**config.mk**
```make
export PLATFORM = sky130hd
export DESIGN_NAME = pc_ctrl_fsm
export DESIGN_NICKNAME = d
export VERILOG_FILES = /design/src/rtl/picomips_pkg.sv /design/src/rtl/ctrl_decode.sv /design/src/rtl/pc_ctrl_fsm.sv
export SDC_FILE = /design/constraint.sdc
export NUM_CORES = 1
export LEC_CHECK = 0
export BUFFER_PORTS_ARGS = -buffer_cell sky130_fd_sc_hd__buf_2
export CORE_ASPECT_RATIO = 1.75
export CORE_MARGIN = 4
export CORE_UTILIZATION = 47
export CTS_CLUSTER_SIZE = 30
export DETAILED_ROUTE_END_ITERATION = 6
export PLACE_DENSITY = 0.76
export SLEW_MARGIN = 20
export SYNTH_ARGS = -nofsm -noshare
export SYNTH_HDL_FRONTEND = slang
export SYNTH_SLANG_ARGS = --single-unit
```
**constraint.sdc**
```tcl
create_clock -name clk -period 1.35 [get_ports clk]
set_input_delay 0.2025 -clock clk [delete_from_list [all_inputs] [get_ports clk]]
set_output_delay 0.2025 -clock clk [all_outputs]
set_load 0.01 [all_outputs]
```
**src/rtl/picomips_pkg.sv**
```systemverilog
// picomips_pkg
//   Shared types for the picoMIPS control path: opcode encoding, ALU
//   function select, FSM state codes and the decoded control bundle that
//   ctrl_decode hands to pc_ctrl_fsm.
package picomips_pkg;

    // Opcode occupies the top OP_W bits of every instruction word.
    localparam int OP_W = 4;

    typedef enum logic [3:0] {
        OP_NOP  = 4'h0,
        OP_ADD  = 4'h1,
        OP_ADDI = 4'h2,
        OP_SUB  = 4'h3,
        OP_SUBI = 4'h4,
        OP_MUL  = 4'h5,
        OP_MULI = 4'h6,
        OP_BEQ  = 4'h7,
        OP_BNE  = 4'h8,
        OP_BR   = 4'h9,
        OP_IN   = 4'hA,
        OP_OUT  = 4'hB,
        OP_HALT = 4'hF
    } opcode_t;

    typedef enum logic [1:0] {
        ALU_ADD   = 2'b00,
        ALU_SUB   = 2'b01,
        ALU_MUL   = 2'b10,
        ALU_PASSB = 2'b11
    } alu_fn_t;

    // State codes kept as plain constants so legacy tooling that matches on
    // raw state values keeps working.
    typedef logic [2:0] state_t;
    localparam state_t S_FETCH = 3'd0;
    localparam state_t S_EXEC  = 3'd1;
    localparam state_t S_IN    = 3'd2;
    localparam state_t S_OUT   = 3'd3;
    localparam state_t S_HALT  = 3'd4;

    // Everything the EXEC cycle needs to know about the latched instruction.
    typedef struct packed {
        logic    reg_we;   // ALU result written back
        logic    zf_we;    // zflag captures alu_zero
        logic    pc_incr;  // PC action: PC+1
        logic    pc_rel;   // PC action: PC+Branchaddr
        logic    imm_sel;  // ALU B operand is the immediate
        alu_fn_t alu_fn;
        logic    bad_op;   // undefined opcode
        state_t  nxt;      // state after EXEC
    } ctrl_t;

endpackage

```
**src/rtl/ctrl_decode.sv**
```systemverilog
// ctrl_decode
//   Purely combinational instruction decoder. Turns the opcode of the
//   latched instruction plus the stored zero flag into the control bundle
//   used during the EXEC cycle.
// Ports
//   op     in   OP_W   opcode field of the instruction register
//   zflag  in   1      zero flag from the last ALU instruction
//   ctrl   out  ctrl_t decoded controls and next FSM state
module ctrl_decode
    import picomips_pkg::*;
(
    input  logic [OP_W-1:0] op,
    input  logic            zflag,
    output ctrl_t           ctrl
);

    always_comb begin
        ctrl        = '0;
        ctrl.nxt    = S_FETCH;
        ctrl.alu_fn = ALU_ADD;

        case (op)
            OP_NOP: ctrl.pc_incr = 1'b1;

            OP_ADD, OP_ADDI, OP_SUB, OP_SUBI, OP_MUL, OP_MULI: begin
                ctrl.reg_we  = 1'b1;
                ctrl.zf_we   = 1'b1;
                ctrl.pc_incr = 1'b1;
            end

            // Conditional branches: exactly one of the two PC actions.
            OP_BEQ: begin
                ctrl.pc_rel  = zflag;
                ctrl.pc_incr = ~zflag;
            end
            OP_BNE: begin
                ctrl.pc_rel  = ~zflag;
                ctrl.pc_incr = zflag;
            end

            OP_BR:   ctrl.pc_rel = 1'b1;

            // Stalling instructions defer their PC action to the handshake.
            OP_IN:   ctrl.nxt = S_IN;
            OP_OUT:  ctrl.nxt = S_OUT;
            OP_HALT: ctrl.nxt = S_HALT;

            default: begin
                ctrl.bad_op  = 1'b1;
                ctrl.pc_incr = 1'b1;
            end
        endcase

        case (op)
            OP_SUB, OP_SUBI: ctrl.alu_fn = ALU_SUB;
            OP_MUL, OP_MULI: ctrl.alu_fn = ALU_MUL;
            default:         ctrl.alu_fn = ALU_ADD;
        endcase

        case (op)
            OP_ADDI, OP_SUBI, OP_MULI: ctrl.imm_sel = 1'b1;
            default:                   ctrl.imm_sel = 1'b0;
        endcase
    end

endmodule

```
**src/rtl/pc_ctrl_fsm.sv**
```systemverilog
// pc_ctrl_fsm
//   Fetch/execute control FSM for picoMIPS. Latches the instruction at
//   PCout, decodes it and drives the pc block (PCincr / PCrelbranch /
//   Branchaddr) together with register-file and ALU controls. Stalls on the
//   IN/OUT handshakes and stops on HALT until reset.
// Ports
//   clk, reset             clock; synchronous active-high reset
//   instr                  program memory word at PCout
//   alu_zero               ALU result is zero (EXEC cycle)
//   in_valid / in_ready    external input handshake
//   out_valid / out_ready  external output handshake (data = reg[rs])
//   PCincr, PCrelbranch    PC actions, mutually exclusive
//   Branchaddr             truncated two's-complement branch offset
//   rd, rs, imm            fields of the latched instruction
//   alu_fn, imm_sel        ALU function and B-operand select
//   in_sel, reg_we         writeback source and enable
//   halted, illegal        HALT reached; sticky undefined-opcode flag
module pc_ctrl_fsm
    import picomips_pkg::*;
#(
    parameter int Psize = 5,
    parameter int Rbits = 3,
    parameter int Dsize = 8,
    parameter int Isize = 4 + 2*Rbits + Dsize
) (
    input  logic             clk,
    input  logic             reset,
    input  logic [Isize-1:0] instr,
    input  logic             alu_zero,
    input  logic             in_valid,
    input  logic             out_ready,
    output logic             PCincr,
    output logic             PCrelbranch,
    output logic [Psize-1:0] Branchaddr,
    output logic [Rbits-1:0] rd,
    output logic [Rbits-1:0] rs,
    output logic [Dsize-1:0] imm,
    output logic [1:0]       alu_fn,
    output logic             imm_sel,
    output logic             in_sel,
    output logic             reg_we,
    output logic             in_ready,
    output logic             out_valid,
    output logic             halted,
    output logic             illegal
);

    localparam int RS_LSB = Dsize;
    localparam int RD_LSB = Dsize + Rbits;

    state_t           state;
    logic [Isize-1:0] ir;
    logic             zflag;
    logic             illegal_q;
    ctrl_t            ctrl;

    ctrl_decode u_decode (
        .op    (ir[Isize-1 -: OP_W]),
        .zflag (zflag),
        .ctrl  (ctrl)
    );

    // Fields come straight from ir so they stay stable through any stall;
    // OUT data addressed by rs therefore holds until accepted.
    assign rd         = ir[RD_LSB +: Rbits];
    assign rs         = ir[RS_LSB +: Rbits];
    assign imm        = ir[Dsize-1:0];
    assign Branchaddr = ir[Psize-1:0];
    assign illegal    = illegal_q;

    always_ff @(posedge clk) begin
        if (reset) begin
            state     <= S_FETCH;
            ir        <= '0;
            zflag     <= 1'b0;
            illegal_q <= 1'b0;
        end else begin
            case (state)
                S_FETCH: begin
                    ir    <= instr;
                    state <= S_EXEC;
                end
                S_EXEC: begin
                    if (ctrl.zf_we)  zflag     <= alu_zero;
                    if (ctrl.bad_op) illegal_q <= 1'b1;
                    state <= ctrl.nxt;
                end
                S_IN:    if (in_valid)  state <= S_FETCH;
                S_OUT:   if (out_ready) state <= S_FETCH;
                S_HALT:  state <= S_HALT;
                default: state <= S_FETCH;
            endcase
        end
    end

    // Controls are gated by reset so handshakes and PC actions drop in the
    // reset cycle itself rather than one cycle later.
    always_comb begin
        PCincr      = 1'b0;
        PCrelbranch = 1'b0;
        reg_we      = 1'b0;
        alu_fn      = ALU_ADD;
        imm_sel     = 1'b0;
        in_sel      = 1'b0;
        in_ready    = 1'b0;
        out_valid   = 1'b0;
        halted      = 1'b0;

        if (!reset) begin
            case (state)
                S_EXEC: begin
                    PCincr      = ctrl.pc_incr;
                    PCrelbranch = ctrl.pc_rel;
                    reg_we      = ctrl.reg_we;
                    alu_fn      = ctrl.alu_fn;
                    imm_sel     = ctrl.imm_sel;
                end
                S_IN: begin
                    in_ready = 1'b1;
                    in_sel   = 1'b1;
                    reg_we   = in_valid;
                    PCincr   = in_valid;
                end
                S_OUT: begin
                    out_valid = 1'b1;
                    PCincr    = out_ready;
                end
                S_HALT:  halted = 1'b1;
                default: ;
            endcase
        end
    end

endmodule

```
==> results.md <==
Run status:
- The run finished, with violations left.
- The final reports fail on setup timing.

Floorplanning:
- The number of core rows is 24.
- The initial utilization of the core area, before any placement, comes to 0.503.
- The floorplan core area is about 2600 µm².
- The floorplan die area is around 3700 µm².
- The die boundary height is roughly 77 µm.
- The top-level I/O count is 53.
- The floorplan step set the die width to between 40 and 50 µm.

Hold path:
- The path class of the tightest hold or removal check is input pin to flip-flop.
- The hold path startpoint is instr[1].

Timing:
- The final number of max-transition violations is 0.
- Measured against its own limit, the worst slew margin works out to 0.788.
- Setup repair after global routing could not meet its margin everywhere.
- At the pin with the least slew margin, the transition time is roughly 0.31 ns.
- The share of the clock period used by the worst path is 1.15.
- In the final timing run, aggregate negative setup slack is -1.38 ns.
- The smallest clock period supported by the final layout is computed as 1.55 ns.
- Setup violations remaining at the end of the flow were counted as 23.
- The tightest hold path in the finished design has a slack of 0.176 ns.
- The post-layout worst setup margin is -0.197 ns.
- Static timing analysis puts the maximum clock frequency at between 600 and 700 MHz.
- Clock skew on the completed layout was measured at roughly 0.0027 ns.
- The hold violation total from the final report is 0.

Clocking:
- The clock insertion delay at the later pin of the skew report is 0.26 ns.
- The clock tree buffer depth is 2.
- Clock-pin slew was measured on the worst setup and hold paths at roughly 0.080 ns.
- The clock root buffer is sky130_fd_sc_hd__clkbuf_8.
- The maximum level of the CTS H-tree is 1.
- Hold repair after CTS inserted 0 buffers.
- The CTS buffer count is 3.
- The TritonCTS clock tree is yes.
- The number of sinks handled by clock tree synthesis is 23.

Yosys:
- Yosys mapped the design onto 35 distinct sky130hd cell types.
- Synthesis produced a netlist with a net count of about 190.
- The cell count after synthesis came out at roughly 170.
- The share of synthesized area occupied by flip-flops and latches is 0.358.
- In this run the mean area of a mapped cell was 7.65 µm².
- By area the synthesized netlist is led by sky130_fd_sc_hd__dfxtp_1 36%, sky130_fd_sc_hd__buf_4 13%, sky130_fd_sc_hd__nand2_1 11%.
- The leading register cell type out of synthesis is sky130_fd_sc_hd__dfxtp_1.
- The post-synthesis async set-or-reset flop share is 0.
- Summing every instance area after synthesis gives between 1000 and 1500 µm².
- The synthesized design contains 23 register bits.
- The share of synthesized area in the top cell type comes to 0.358.
- The Yosys warning count is 0.
- The cell type with the largest total area after synthesis is sky130_fd_sc_hd__dfxtp_1.
- Yosys mapped a number of flops with a built-in enable equal to 0.

Power:
- The static leakage is 0.954 nW.
- The worst-case vdd ir drop is 0.000851 V.
- For this design the ratio of total power to cell area is between 800 and 900 nW/µm².

Detailed routing:
- The first-pass detailed-route iteration total is 4.
- The final routed DRC violation total is 0.
- The detail-routed via count per cell is ~5.6.
- The detail route stage leaves a number of antenna-violating nets equal to 0.
- The via total after detailed routing is 1361.
- After detailed routing, the average wire length per cell comes to approximately 17 µm.
- For this block, the initial DRC count from the detailed router was 40.
- The routed wire length is ~4300 µm.

Worst setup path:
- The origin of the worst setup path is state[0]$_SDFFE_PP0P_.
- Data on the critical path arrives at its endpoint at 1.34 ns.
- For the worst setup path, the data required time is roughly 1.2 ns.
- In this run the critical register-to-register path is launched from state[0]$_SDFFE_PP0P_.
- The critical path is of the flip-flop to output pin type.
- Counting cells, the worst reg-to-reg path comes to 5.
- The maximum net fanout on the critical path is 4.
- In this run the register-to-register setup slack is -0.04 ns.
- The worst setup path is launched from a flip-flop.
- The kind of end point of the critical path is an output pin.
- The worst setup path endpoint is PCincr.
- The endpoint of the lowest-slack register-to-register path is ir[14]$_SDFFE_PP0P_.

Placed design:
- The cell area after placement is between 1000 and 1500 µm².
- In this run the tool buffered the top-level ports with 52 buffer cells.
- The final weighted congestion of routability-driven global placement is approximately 0.85.
- The wire-length estimate of the detail-placed layout is between 2000 and 2500 µm.

Finish:
- The layout cell share with drive strength beyond 1 is 0.647.
- The final design area excluding fillers is roughly 2000 µm².
- At the end of the flow, the number of nets in the layout was about 240.
- In the layout the commonest cells are 52 x sky130_fd_sc_hd__buf_2, 22 x sky130_fd_sc_hd__nand2_1, 16 x sky130_fd_sc_hd__dfxtp_1.
- 0 antenna diodes ended up in the layout.
- The commonest non-fill, non-tap cell in the layout is sky130_fd_sc_hd__buf_2.
- The signed area change from the synthesized netlist to the final layout is 52.0%.

Global route:
- The wire length of the first global-routing pass is approximately 5300 µm.
- The via count of the first global-routing pass is around 1300.
- Across every metal layer, demand over resource in global routing totals 0.194.
- The number of antenna violations at the first check in global routing is 0.
- Summed over all layers, the global routing overflow is 0.
- Entering global routing, the biggest net connects 19 pins.

Flow run:
- The number of max-cap violations is 0.
## logic make-up (layout without fill, tap and decap cells)
kind of cell    count (synthesis)  in the layout  synth area share
mux                             1              1            0.0117
compound gates                 37             37             0.170
buf+inv                        36             86             0.187
xor+xnor                        1              1           0.00682
simple gates                   70             70             0.266
flops                          23             23             0.358
## flip-flops by register name, summed over array words and instances (netlist names)
| register | cells |
|---|---|
| ir | 18 |
| illegal | 1 |
| zflag | 1 |
| state | 3 |
## what timing repair did
action,CTS,global route
setup buffers,4,3
endpoints found under the setup margin,11,29
resized for setup,30,55
cloned,0,4
pin swaps,4,30
hold endpoints to repair,0,0
## worst max-delay path, stage by stage (launching register included)
cell and delay, ns:
sky130_fd_sc_hd__dfxtp_4 0.40, sky130_fd_sc_hd__mux2_4 0.31, sky130_fd_sc_hd__a32o_1 0.24, sky130_fd_sc_hd__buf_2 0.13
## cell usage after synthesis, types with 2 or more instances
cell type                 count
sky130_fd_sc_hd__nand2_1     39
sky130_fd_sc_hd__a21oi_1     25
sky130_fd_sc_hd__dfxtp_1     23
sky130_fd_sc_hd__buf_4       22
sky130_fd_sc_hd__nor2_1       8
sky130_fd_sc_hd__buf_2        6
sky130_fd_sc_hd__nor3_1       6
sky130_fd_sc_hd__inv_1        4
sky130_fd_sc_hd__nor2b_1      4
sky130_fd_sc_hd__a31oi_1      3
sky130_fd_sc_hd__buf_6        2
sky130_fd_sc_hd__nor3b_1      2
sky130_fd_sc_hd__nor4b_1      2
## worst min path at each step
stage | end | slack [ns] | depth (start not counted)
finish | ir[1]$_SDFFE_PP0P_ | 0.18 | 3
CTS | ir[14]$_SDFFE_PP0P_ | 0.17 | 3
global placement | ir[5]$_SDFFE_PP0P_ | 0.44 | 2
floorplan | ir[10]$_SDFFE_PP0P_ | 0.34 | 2
detailed placement | ir[8]$_SDFFE_PP0P_ | 0.45 | 2
global route | ir[1]$_SDFFE_PP0P_ | 0.17 | 3
## per-layer routing
layer  GRT usage  up-vias  part of all wire
met5           0        -                 0
met2       0.359       50              0.59
li1            -      642                 -
met4      0.0831        0             0.015
met3      0.0445       10             0.057
met1       0.183      659              0.34
## report_power, final
group / switching [mW] / total [mW] / internal (mW) / leakage, nW
Combinational: 0.247 / 0.488 / 0.241 / 0.735
Clock: 0.217 / 0.422 / 0.206 / 0.0255
Sequential: 0.0536 / 0.772 / 0.718 / 0.194
Total: 0.517 / 1.68 / 1.17 / 0.954
## through the flow
stage | total power [mW] | util | setup slack [ns] | cells
global placement | 1.08 | 0.581 | 0.0501 | 229
global route | 1.76 | 0.765 | -0.258 | 244
CTS | 1.54 | 0.647 | -0.186 | 237
floorplan | 1.01 | - | 0.000365 | 168
detailed placement | 1.10 | 0.581 | -0.0221 | 229
finish | 1.68 | 0.765 | -0.197 | 244
## final cells by class
cell class	count	area [µm²]
multi-input cells	109	815
fillers	176	599
repair buffers	78	563
flip-flops and latches	23	482
clock buffers	3	41.3
well taps	26	32.5
inverters	4	15.0
clock inverters	1	5.00
(Power assumes the default switching activity.)
